**config.mk**
```make
export PLATFORM = sky130hd
export DESIGN_NAME = control_unit
export DESIGN_NICKNAME = d
export VERILOG_FILES = /design/src/rtl/control_unit_pkg.sv /design/src/rtl/control_unit_watchdog.sv /design/src/rtl/control_unit.sv
export SDC_FILE = /design/constraint.sdc
export NUM_CORES = 1
export LEC_CHECK = 0
export ABC_AREA = 1
export CAP_MARGIN = 25
export CORE_AREA = 2 2 41 81
export DETAILED_ROUTE_END_ITERATION = 8
export DIE_AREA = 0 0 43 83
export GPL_ROUTABILITY_DRIVEN = 0
export PLACE_DENSITY = 0.87
export SYNTH_ARGS = -nofsm -noshare
export SYNTH_HDL_FRONTEND = slang
export SYNTH_SLANG_ARGS = --single-unit
```
**constraint.sdc**
```tcl
create_clock -name clk -period 3.54 [get_ports clk]
set_input_delay 0.708 -clock clk [delete_from_list [all_inputs] [get_ports clk]]
set_output_delay 0.708 -clock clk [all_outputs]
set_load 0.1 [all_outputs]
```
**src/rtl/control_unit_pkg.sv**
```systemverilog
// rtl/control_unit_pkg.sv - shared states, opcodes, ALU codes, mux selects and exception causes
package control_unit_pkg;

    typedef enum logic [4:0] {
        S_RESET      = 5'd0,
        S_FETCH      = 5'd1,
        S_FETCH_WAIT = 5'd2,
        S_DECODE     = 5'd3,
        S_R_EXEC     = 5'd4,
        S_R_WB       = 5'd5,
        S_ADDI_EXEC  = 5'd6,
        S_ADDI_WB    = 5'd7,
        S_MEM_ADDR   = 5'd8,
        S_LW_REQ     = 5'd9,
        S_LW_WAIT    = 5'd10,
        S_LW_WB      = 5'd11,
        S_SW_WRITE   = 5'd12,
        S_BEQ_EXEC   = 5'd13,
        S_J_EXEC     = 5'd14,
        S_MULT_START = 5'd15,
        S_MULT_WAIT  = 5'd16,
        S_MULT_DONE  = 5'd17,
        S_EXC        = 5'd18
    } state_t;

    localparam logic [5:0] OP_RTYPE = 6'h00;
    localparam logic [5:0] OP_ADDI  = 6'h08;
    localparam logic [5:0] OP_LW    = 6'h23;
    localparam logic [5:0] OP_SW    = 6'h2B;
    localparam logic [5:0] OP_BEQ   = 6'h04;
    localparam logic [5:0] OP_J     = 6'h02;

    localparam logic [5:0] FN_ADD  = 6'h20;
    localparam logic [5:0] FN_SUB  = 6'h22;
    localparam logic [5:0] FN_AND  = 6'h24;
    localparam logic [5:0] FN_MULT = 6'h18;

    localparam logic [3:0] ALU_PASS = 4'd0;
    localparam logic [3:0] ALU_ADD  = 4'd1;
    localparam logic [3:0] ALU_SUB  = 4'd2;
    localparam logic [3:0] ALU_AND  = 4'd3;

    localparam logic [1:0] PC_SRC_ALU    = 2'd0;
    localparam logic [1:0] PC_SRC_ALUOUT = 2'd1;
    localparam logic [1:0] PC_SRC_JUMP   = 2'd2;
    localparam logic [1:0] PC_SRC_EXC    = 2'd3;

    localparam logic [1:0] MEM_SRC_PC     = 2'd0;
    localparam logic [1:0] MEM_SRC_ALUOUT = 2'd1;

    localparam logic [1:0] WREG_RT = 2'd0;
    localparam logic [1:0] WREG_RD = 2'd1;

    localparam logic [1:0] WDATA_ALUOUT = 2'd0;
    localparam logic [1:0] WDATA_MDR    = 2'd1;

    localparam logic [1:0] SRCA_PC = 2'd0;
    localparam logic [1:0] SRCA_A  = 2'd1;

    localparam logic [1:0] SRCB_B       = 2'd0;
    localparam logic [1:0] SRCB_FOUR    = 2'd1;
    localparam logic [1:0] SRCB_IMM     = 2'd2;
    localparam logic [1:0] SRCB_IMM_SH2 = 2'd3;

    localparam logic [1:0] EXC_NONE         = 2'd0;
    localparam logic [1:0] EXC_OPCODE       = 2'd1;
    localparam logic [1:0] EXC_OVERFLOW     = 2'd2;
    localparam logic [1:0] EXC_MULT_TIMEOUT = 2'd3;

    function automatic logic [3:0] alu_op_for_funct(input logic [5:0] funct);
        case (funct)
            FN_ADD:  return ALU_ADD;
            FN_SUB:  return ALU_SUB;
            FN_AND:  return ALU_AND;
            default: return ALU_PASS;
        endcase
    endfunction

endpackage

```
**src/rtl/control_unit_watchdog.sv**
```systemverilog
// rtl/control_unit_watchdog.sv - mult wait-cycle counter with timeout flag
module mult_watchdog #(
    parameter int MULT_TIMEOUT = 64
) (
    input  logic clk,
    input  logic rst_n,
    input  logic clear,
    input  logic enable,
    output logic timeout
);
    localparam int CW = $clog2(MULT_TIMEOUT) + 1;
    localparam logic [CW-1:0] LIMIT = CW'(MULT_TIMEOUT - 1);

    logic [CW-1:0] count;

    always_ff @(posedge clk or negedge rst_n) begin
        if (!rst_n) begin
            count <= '0;
        end else if (clear) begin
            count <= '0;
        end else if (enable) begin
            count <= count + CW'(1);
        end
    end

    // Count holds the number of completed wait cycles, so the flag fires on the last allowed one.
    assign timeout = enable && (count == LIMIT);
endmodule

```
**src/rtl/control_unit.sv**
```systemverilog
// rtl/control_unit.sv - multicycle CPU control FSM with Moore-decoded datapath controls
import control_unit_pkg::*;

module control_unit #(
    parameter int MULT_TIMEOUT = 64
) (
    input  logic       clk,
    input  logic       reset,
    input  logic [5:0] OPCODE,
    input  logic [5:0] FUNCT,
    input  logic       ZERO,
    input  logic       OVERFLOW,
    input  logic       mult_end,
    output logic       PC_w,
    output logic       MEM_w,
    output logic       IR_w,
    output logic       AB_w,
    output logic       ALUOut_w,
    output logic       RB_w,
    output logic       MEM_DATA_REG_w,
    output logic       EPC_w,
    output logic       HILO_w,
    output logic       mult_control,
    output logic [1:0] M_PC,
    output logic [1:0] M_MEM,
    output logic [1:0] M_WREG,
    output logic [1:0] M_WDATA,
    output logic [1:0] M_ALUSrcA,
    output logic [1:0] M_ALUSrcB,
    output logic [3:0] ALUOp,
    output logic [1:0] exc_cause,
    output logic [4:0] state_dbg
);
    state_t     state, next_state;
    logic       exc_load;
    logic [1:0] exc_next;
    logic       mult_timeout;

    mult_watchdog #(.MULT_TIMEOUT(MULT_TIMEOUT)) u_watchdog (
        .clk     (clk),
        .rst_n   (reset),
        .clear   (state == S_MULT_START),
        .enable  (state == S_MULT_WAIT),
        .timeout (mult_timeout)
    );

    always_ff @(posedge clk or negedge reset) begin
        if (!reset) begin
            state     <= S_RESET;
            exc_cause <= EXC_NONE;
        end else begin
            state <= next_state;
            if (exc_load) begin
                exc_cause <= exc_next;
            end
        end
    end

    assign state_dbg = state;

    always_comb begin
        next_state     = state;
        exc_load       = 1'b0;
        exc_next       = EXC_NONE;
        PC_w           = 1'b0;
        MEM_w          = 1'b0;
        IR_w           = 1'b0;
        AB_w           = 1'b0;
        ALUOut_w       = 1'b0;
        RB_w           = 1'b0;
        MEM_DATA_REG_w = 1'b0;
        EPC_w          = 1'b0;
        HILO_w         = 1'b0;
        mult_control   = 1'b0;
        M_PC           = PC_SRC_ALU;
        M_MEM          = MEM_SRC_PC;
        M_WREG         = WREG_RT;
        M_WDATA        = WDATA_ALUOUT;
        M_ALUSrcA      = SRCA_PC;
        M_ALUSrcB      = SRCB_B;
        ALUOp          = ALU_PASS;

        case (state)
            S_RESET: next_state = S_FETCH;
            S_FETCH: begin
                M_MEM      = MEM_SRC_PC;
                M_ALUSrcA  = SRCA_PC;
                M_ALUSrcB  = SRCB_FOUR;
                ALUOp      = ALU_ADD;
                PC_w       = 1'b1;
                M_PC       = PC_SRC_ALU;
                next_state = S_FETCH_WAIT;
            end
            S_FETCH_WAIT: begin
                IR_w       = 1'b1;
                next_state = S_DECODE;
            end
            S_DECODE: begin
                // Branch target is precomputed here so BEQ_EXEC can select it from ALUOut.
                AB_w      = 1'b1;
                M_ALUSrcA = SRCA_PC;
                M_ALUSrcB = SRCB_IMM_SH2;
                ALUOp     = ALU_ADD;
                ALUOut_w  = 1'b1;
                case (OPCODE)
                    OP_RTYPE: begin
                        if (FUNCT == FN_ADD || FUNCT == FN_SUB || FUNCT == FN_AND) begin
                            next_state = S_R_EXEC;
                        end else if (FUNCT == FN_MULT) begin
                            next_state = S_MULT_START;
                        end else begin
                            next_state = S_EXC;
                            exc_load   = 1'b1;
                            exc_next   = EXC_OPCODE;
                        end
                    end
                    OP_ADDI:      next_state = S_ADDI_EXEC;
                    OP_LW, OP_SW: next_state = S_MEM_ADDR;
                    OP_BEQ:       next_state = S_BEQ_EXEC;
                    OP_J:         next_state = S_J_EXEC;
                    default: begin
                        next_state = S_EXC;
                        exc_load   = 1'b1;
                        exc_next   = EXC_OPCODE;
                    end
                endcase
            end
            S_R_EXEC: begin
                M_ALUSrcA = SRCA_A;
                M_ALUSrcB = SRCB_B;
                ALUOp     = alu_op_for_funct(FUNCT);
                ALUOut_w  = 1'b1;
                if (OVERFLOW && FUNCT != FN_AND) begin
                    next_state = S_EXC;
                    exc_load   = 1'b1;
                    exc_next   = EXC_OVERFLOW;
                end else begin
                    next_state = S_R_WB;
                end
            end
            S_R_WB: begin
                RB_w       = 1'b1;
                M_WREG     = WREG_RD;
                M_WDATA    = WDATA_ALUOUT;
                next_state = S_FETCH;
            end
            S_ADDI_EXEC: begin
                M_ALUSrcA = SRCA_A;
                M_ALUSrcB = SRCB_IMM;
                ALUOp     = ALU_ADD;
                ALUOut_w  = 1'b1;
                if (OVERFLOW) begin
                    next_state = S_EXC;
                    exc_load   = 1'b1;
                    exc_next   = EXC_OVERFLOW;
                end else begin
                    next_state = S_ADDI_WB;
                end
            end
            S_ADDI_WB: begin
                RB_w       = 1'b1;
                M_WREG     = WREG_RT;
                M_WDATA    = WDATA_ALUOUT;
                next_state = S_FETCH;
            end
            S_MEM_ADDR: begin
                M_ALUSrcA  = SRCA_A;
                M_ALUSrcB  = SRCB_IMM;
                ALUOp      = ALU_ADD;
                ALUOut_w   = 1'b1;
                next_state = (OPCODE == OP_SW) ? S_SW_WRITE : S_LW_REQ;
            end
            S_LW_REQ: begin
                M_MEM      = MEM_SRC_ALUOUT;
                next_state = S_LW_WAIT;
            end
            S_LW_WAIT: begin
                MEM_DATA_REG_w = 1'b1;
                next_state     = S_LW_WB;
            end
            S_LW_WB: begin
                RB_w       = 1'b1;
                M_WREG     = WREG_RT;
                M_WDATA    = WDATA_MDR;
                next_state = S_FETCH;
            end
            S_SW_WRITE: begin
                M_MEM      = MEM_SRC_ALUOUT;
                MEM_w      = 1'b1;
                next_state = S_FETCH;
            end
            S_BEQ_EXEC: begin
                M_ALUSrcA  = SRCA_A;
                M_ALUSrcB  = SRCB_B;
                ALUOp      = ALU_SUB;
                PC_w       = ZERO;
                M_PC       = PC_SRC_ALUOUT;
                next_state = S_FETCH;
            end
            S_J_EXEC: begin
                PC_w       = 1'b1;
                M_PC       = PC_SRC_JUMP;
                next_state = S_FETCH;
            end
            S_MULT_START: begin
                mult_control = 1'b1;
                next_state   = S_MULT_WAIT;
            end
            S_MULT_WAIT: begin
                if (mult_end) begin
                    next_state = S_MULT_DONE;
                end else if (mult_timeout) begin
                    next_state = S_EXC;
                    exc_load   = 1'b1;
                    exc_next   = EXC_MULT_TIMEOUT;
                end
            end
            S_MULT_DONE: begin
                HILO_w     = 1'b1;
                next_state = S_FETCH;
            end
            S_EXC: begin
                // PC already advanced by 4 in FETCH, so EPC gets PC-4.
                M_ALUSrcA  = SRCA_PC;
                M_ALUSrcB  = SRCB_FOUR;
                ALUOp      = ALU_SUB;
                EPC_w      = 1'b1;
                PC_w       = 1'b1;
                M_PC       = PC_SRC_EXC;
                next_state = S_FETCH;
            end
            default: next_state = S_RESET;
        endcase
    end
endmodule

```
**Yosys cells after proc, flatten, opt, wreduce, memory -nomap -nowiden**

Index checks and enable logic that the tools add are counted.

- Register bits: 14
- Bits of input ports: 17
- Output and inout bits: 33
- Logic and storage cells: 98

- Add/subtract/negate cells: 1
- Equal/unequal tests: 30
- Multiplexer cells: 45
- Reductions and logical operators: 19

Operators with widths:

| operator | count |
|---|---|
| $pmux W5 S11 | 1 |
| $eq A5 B4 Y1 const B | 8 |
| $eq A6 B6 Y1 const B | 5 |
| $mux W5 | 6 |
| $pmux W5 S5 | 1 |
| $pmux W2 S3 | 4 |
| $mux W1 | 21 |
| $eq A5 B3 Y1 const B | 4 |
| $eq A5 B5 Y1 const B | 3 |
| $mux W7 | 2 |
| $reduce_or A4 Y1 | 3 |
| $eq A5 B2 Y1 const B | 2 |
| $reduce_or A2 Y1 | 5 |
| $reduce_or A9 Y1 | 1 |
| $mux W2 | 4 |
| $pmux W2 S4 | 1 |
| $add A7 B1 Y7 const B | 1 |
| $eq A7 B6 Y1 const B | 1 |
| $eq A6 B2 Y1 const B | 1 |
| $eq A6 B3 Y1 const B | 1 |
| $eq A6 B4 Y1 const B | 1 |
| $eq A6 B5 Y1 const B | 1 |
| $logic_not A6 Y1 | 1 |
| $ne A6 B6 Y1 const B | 1 |
| other kinds (11) | 16 |

**Depth between registers and ports, before layout**

- Word-level depth: 6
- Mapped depth: 10
- Depth with buffers taken out: 10

**Hierarchy**

Synthesis repeated with hierarchy kept, for this count alone.

- Cells, all modules: 209
- Area, all modules: 1252.5 µm²

Modules (own cells, without submodules):

| module | instances | cells each | area an instance (µm²) | sequential area each (µm²) |
|---|---|---|---|---|
| control_unit | 1 | 161 | 872.1 | 175.2 |
| mult_watchdog | 1 | 48 | 380.4 | 175.2 |

**Least setup slack after synthesis**

Ideal clock, no wire load.

- Path type: flip-flop to output port
- Start point: reg state[2] (netlist: state_dbg[2])
- End point: out PC_w
- Arrival time: 4.240 ns
- Data required time: 2.832 ns
- Path slack: -1.408 ns
- Stages on the path, launching flop included: 8
- Buffers on the path: 0
- Cell sequence: dfrtp_1 nor2_2 nand2_1 nor2_1 inv_1 nand2_1 a21oi_1 nand2_1

- Cells in the longest elaborated chain, start to end: 3
- Elaborated cells between the ends (all ways): 6
- Classes of those cells: 4 x eq/ne; 1 x mux; 1 x reduce/logical

RTL lines:

| item | RTL line | RTL |
|---|---|---|
| start, declared | control_unit.sv:34 | `state_t state, next_state;` |
| start signal, assigned | control_unit.sv:52 | `state <= next_state;` |
| $eq A5 B5 Y1 (tied with other cells) | control_unit.sv:83 | `case (state)` |
| $reduce_or A3 Y1 (no source line) | n/a |  |
| $pmux W1 S2 * | control_unit.sv:83 |  |
| end, declared | control_unit.sv:14 | `output logic PC_w,` |

Mark *: on every way between the ends. The rest lies on a longest branch, timed or not.

**Worst setup path in the final report**

- Start point: in FUNCT[5]
- End point: out ALUOp[0]

- Cells in the longest elaborated chain, start to end: 3
- Elaborated cells between the ends (all ways): 5
- Classes of those cells: 3 x eq/ne; 2 x mux

RTL lines:

| item | RTL line | RTL |
|---|---|---|
| start, declared | control_unit.sv:10 | `input logic [5:0] FUNCT,` |
| $eq A6 B6 Y1 | control_unit_pkg.sv:71 | `case (funct)` |
| $pmux W2 S3 * | control_unit_pkg.sv:71 |  |
| $pmux W2 S3 * | control_unit.sv:83 |  |
| end, declared | control_unit.sv:30 | `output logic [3:0] ALUOp,` |

Marks and branches as above.

==> impl_metrics.csv <==
group,metric,value,unit
cts,clockRootBuffer,"clkbuf_8",
yosys,synth_cell_types,33,
setup_path,critPathLaunchType,"input port",
min_path,hold_path_depth,2,
timing,tightest_slew,0.968,ns
detailed_routing,drc_errors,0,
cts,cts_tree,"done",
yosys,ys_seq_area_share,25.8,%
timing,rsz0062_at_grt,"no",
floorplan,die_w,43,um
global_route,grt_first_pass_wirelength,6.00,mm
timing,setup_ws,0.832,ns
timing,post-route-period-util,76.5,%
setup_path,max_stage_delay,0.45,ns
floorplan,initial_utilization,46.1,%
detailed_routing,drt-pass1-iter-count,4,
setup_path,crit_fanout,3,
cts,htree_levels,1,
yosys,synthCells,213,
timing,fmax,0.369,GHz
cts,clockBufferDepth,2,
power_and_ir_drop,irDropWorstVdd,0.000491,V
cts,cts.clk_slew.worst_paths,0.06,ns
setup_path,arrival,2.00,ns
detailed_routing,drt_iter0_markers,26,
timing,min_period,2.71,ns
detailed_routing,drtAntennaViolNets,0,
timing,final_max_slew_viol_count,0,
yosys,syn-cell-area,1360,um2
detailed_routing,routedWlPerCell,11.9,um
layout,fin_area,1840,um2
cts,ctsHoldBuffers,0,
placed_design,hpwl,2.91,mm
floorplan,dieArea,3570,um2
setup_path,r2r_cells,8,
cts,post_cts_buffers,0,
cts,cts_made_buffers,3,
power_and_ir_drop,p_per_area,883,nW/um2
floorplan,die_h,83,um
global_route,grtUsageTotal,21.1,%
timing,fin_skew,0.00126,ns
detailed_routing,finalWirelength,3.45,mm
yosys,yosys_warnings,0,
global_route,antenna_found_initial,0,
layout,drive_above_1_share,23.2,%
setup_path,endpoint_kind,"output pin",
cts,clock_latency,0.25,ns
global_route,grt.overflow.total,0,
yosys,avgSynthCellArea,6.37,um2
placed_design,placed_area,1790,um2
status,status,"finished, final reports clean",
yosys,synth-seq-cells,14,
floorplan,fp-row-count,28,
setup_path,path_delay_family,"buffers and inverters",
layout,antenna_cells,0,
placed_design,port_buffers,43,
setup_path,cp.required,2.83,ns
min_path,hp-class,"register to register",
layout,syn2layout_area_growth,35.6,%
setup_path,cp.depth,6,
power_and_ir_drop,p_leak,1.03,nW
setup_path,cp_slowest_cell,"clkdlybuf4s50_1",
timing,setup_violations,0,
timing,slew_headroom,35.2,%
floorplan,io_pins,50,
detailed_routing,drt-vias-per-instance,5.18,
layout,layout_common_cells,"42 x nand2_1, 41 x nor2_1, 28 x inv_1",
layout,post-route-util,62.5,%
timing,hold_slack,0.484,ns
flow_run,drv_cap,0,
setup_path,path_cells,"clkdlybuf4s50_1, inv_1, nor2_1, nand3_1, o221ai_2, buf_12",
setup_path,critPathKind,"input port to output pin",
layout,mostFrequentLayoutCell,"nand2_1",
timing,hold_violations,0,
global_route,grt_max_degree,15,
cts,cts_resized,0,
detailed_routing,dr_total_vias,1496,
layout,nets,278,
global_route,grt_pass1_vias,1470,
setup_path,worst-path-buf-inv,3,
floorplan,design.core.area,2940,um2
cts,cts.sinks,14,
placed_design,dp_slack,0.862,ns
[cell families (layout without fill, tap and decap cells)]
| logic type | after synthesis | after routing | synth area share [%] |
|---|---|---|---|
| flip-flops | 14 | 14 | 25.8 |
| adder cells (fa/ha/maj) | 1 | 1 | 0.922 |
| AND/OR/NAND/NOR | 130 | 130 | 48.3 |
| buffers and inverters | 44 | 85 | 14.2 |
| AO/OA/AOI/OAI | 23 | 23 | 10.5 |
| other | 1 | 6 | 0.276 |
[worst paths after layout]
| kind | from | to | slack, ns |
|---|---|---|---|
| worst max-delay path | FUNCT[5] | ALUOp[0] | 0.83 |
| worst min register to register | exc_cause[1] | exc_cause[1] | 0.48 |
| worst max register to register | state_dbg[2] | exc_cause[1] | 2.01 |
| worst min-delay path | exc_cause[1] | exc_cause[1] | 0.48 |
| max in group asynchronous | reset | u_watchdog.count[1] | 2.31 |
| min in group asynchronous | reset | state_dbg[3] | 0.84 |
[Yosys cell counts]
library cell | n | area [um2]
nor2_8 | 1 | 20.0
nor3_1 | 3 | 15.0
inv_1 | 28 | 105
nand3_2 | 2 | 20.0
inv_2 | 9 | 33.8
nor3b_1 | 1 | 7.51
or2_4 | 1 | 8.76
nand2_2 | 2 | 12.5
nand3_4 | 2 | 35.0
ha_1 | 1 | 12.5
nand3_1 | 17 | 85.1
nor2_4 | 5 | 56.3
a211oi_2 | 1 | 12.5
nand3b_1 | 1 | 7.51
o21bai_1 | 2 | 15.0
buf_4 | 6 | 45.0
nor2_1 | 42 | 158
nor2_2 | 5 | 31.3
o211ai_1 | 1 | 7.51
nand2_1 | 42 | 158
nand4_1 | 4 | 25.0
dfrtp_1 | 14 | 350
clkinv_4 | 1 | 8.76
o21ai_1 | 1 | 5.00
o221ai_1 | 1 | 8.76
nor4_1 | 1 | 6.26
a21o_1 | 1 | 7.51
nor3_2 | 1 | 10.0
conb_1 | 1 | 3.75
a21oi_1 | 6 | 30.0
a22o_1 | 1 | 8.76
o21ai_0 | 8 | 40.0
o21a_1 | 1 | 7.51
[worst register-to-register path, stage by stage (launching register included)]
cell and delay [ns]:
dfrtp_1 0.51, nor2_2 0.19, nand2_2 0.12, nor2_4 0.17, inv_1 0.12, nor2_1 0.11, nand2_1 0.09, nand2_1 0.07
nand2_1 0.05
[registers in the layout (all words and copies together), names as in the netlist]
register	flops
exc_cause	2
state_dbg	5
u_watchdog.count	7
[cell type report]
type	instances	area, um2
Clock buffer	4	55.1
Fill cell	280	1100
Inverter	38	148
Multi-Input combinational cell	160	852
Sequential cell	14	350
Tap cell	30	37.5
Timing Repair Buffer	43	398
[stage by stage]
stage | power (mW) | setup TNS (ns) | instances
floorplan | 1.21 | -1.69 | 218
detailed placement | 1.47 | 0 | 285
finish | 1.63 | 0 | 289
global route | 1.70 | 0 | 289
global placement | 1.46 | 0 | 285
CTS | 1.63 | 0 | 289
[power by group]
group	switching [mW]	total [mW]	internal [mW]
Sequential	0.0496	0.246	0.196
Clock	0.0567	0.155	0.0987
Combinational	0.954	1.22	0.271
[layer usage]
metal | vias to the layer above | GRT usage, % | part of all wire (%)
li1 | 760 | - | -
met1 | 672 | 21.2 | 35
met2 | 53 | 40.1 | 58
met3 | 11 | 2.17 | 3.9
met4 | 0 | 10.2 | 3.0
met5 | - | 0 | 0
No activity file was read; power rests on OpenSTA's default activity.
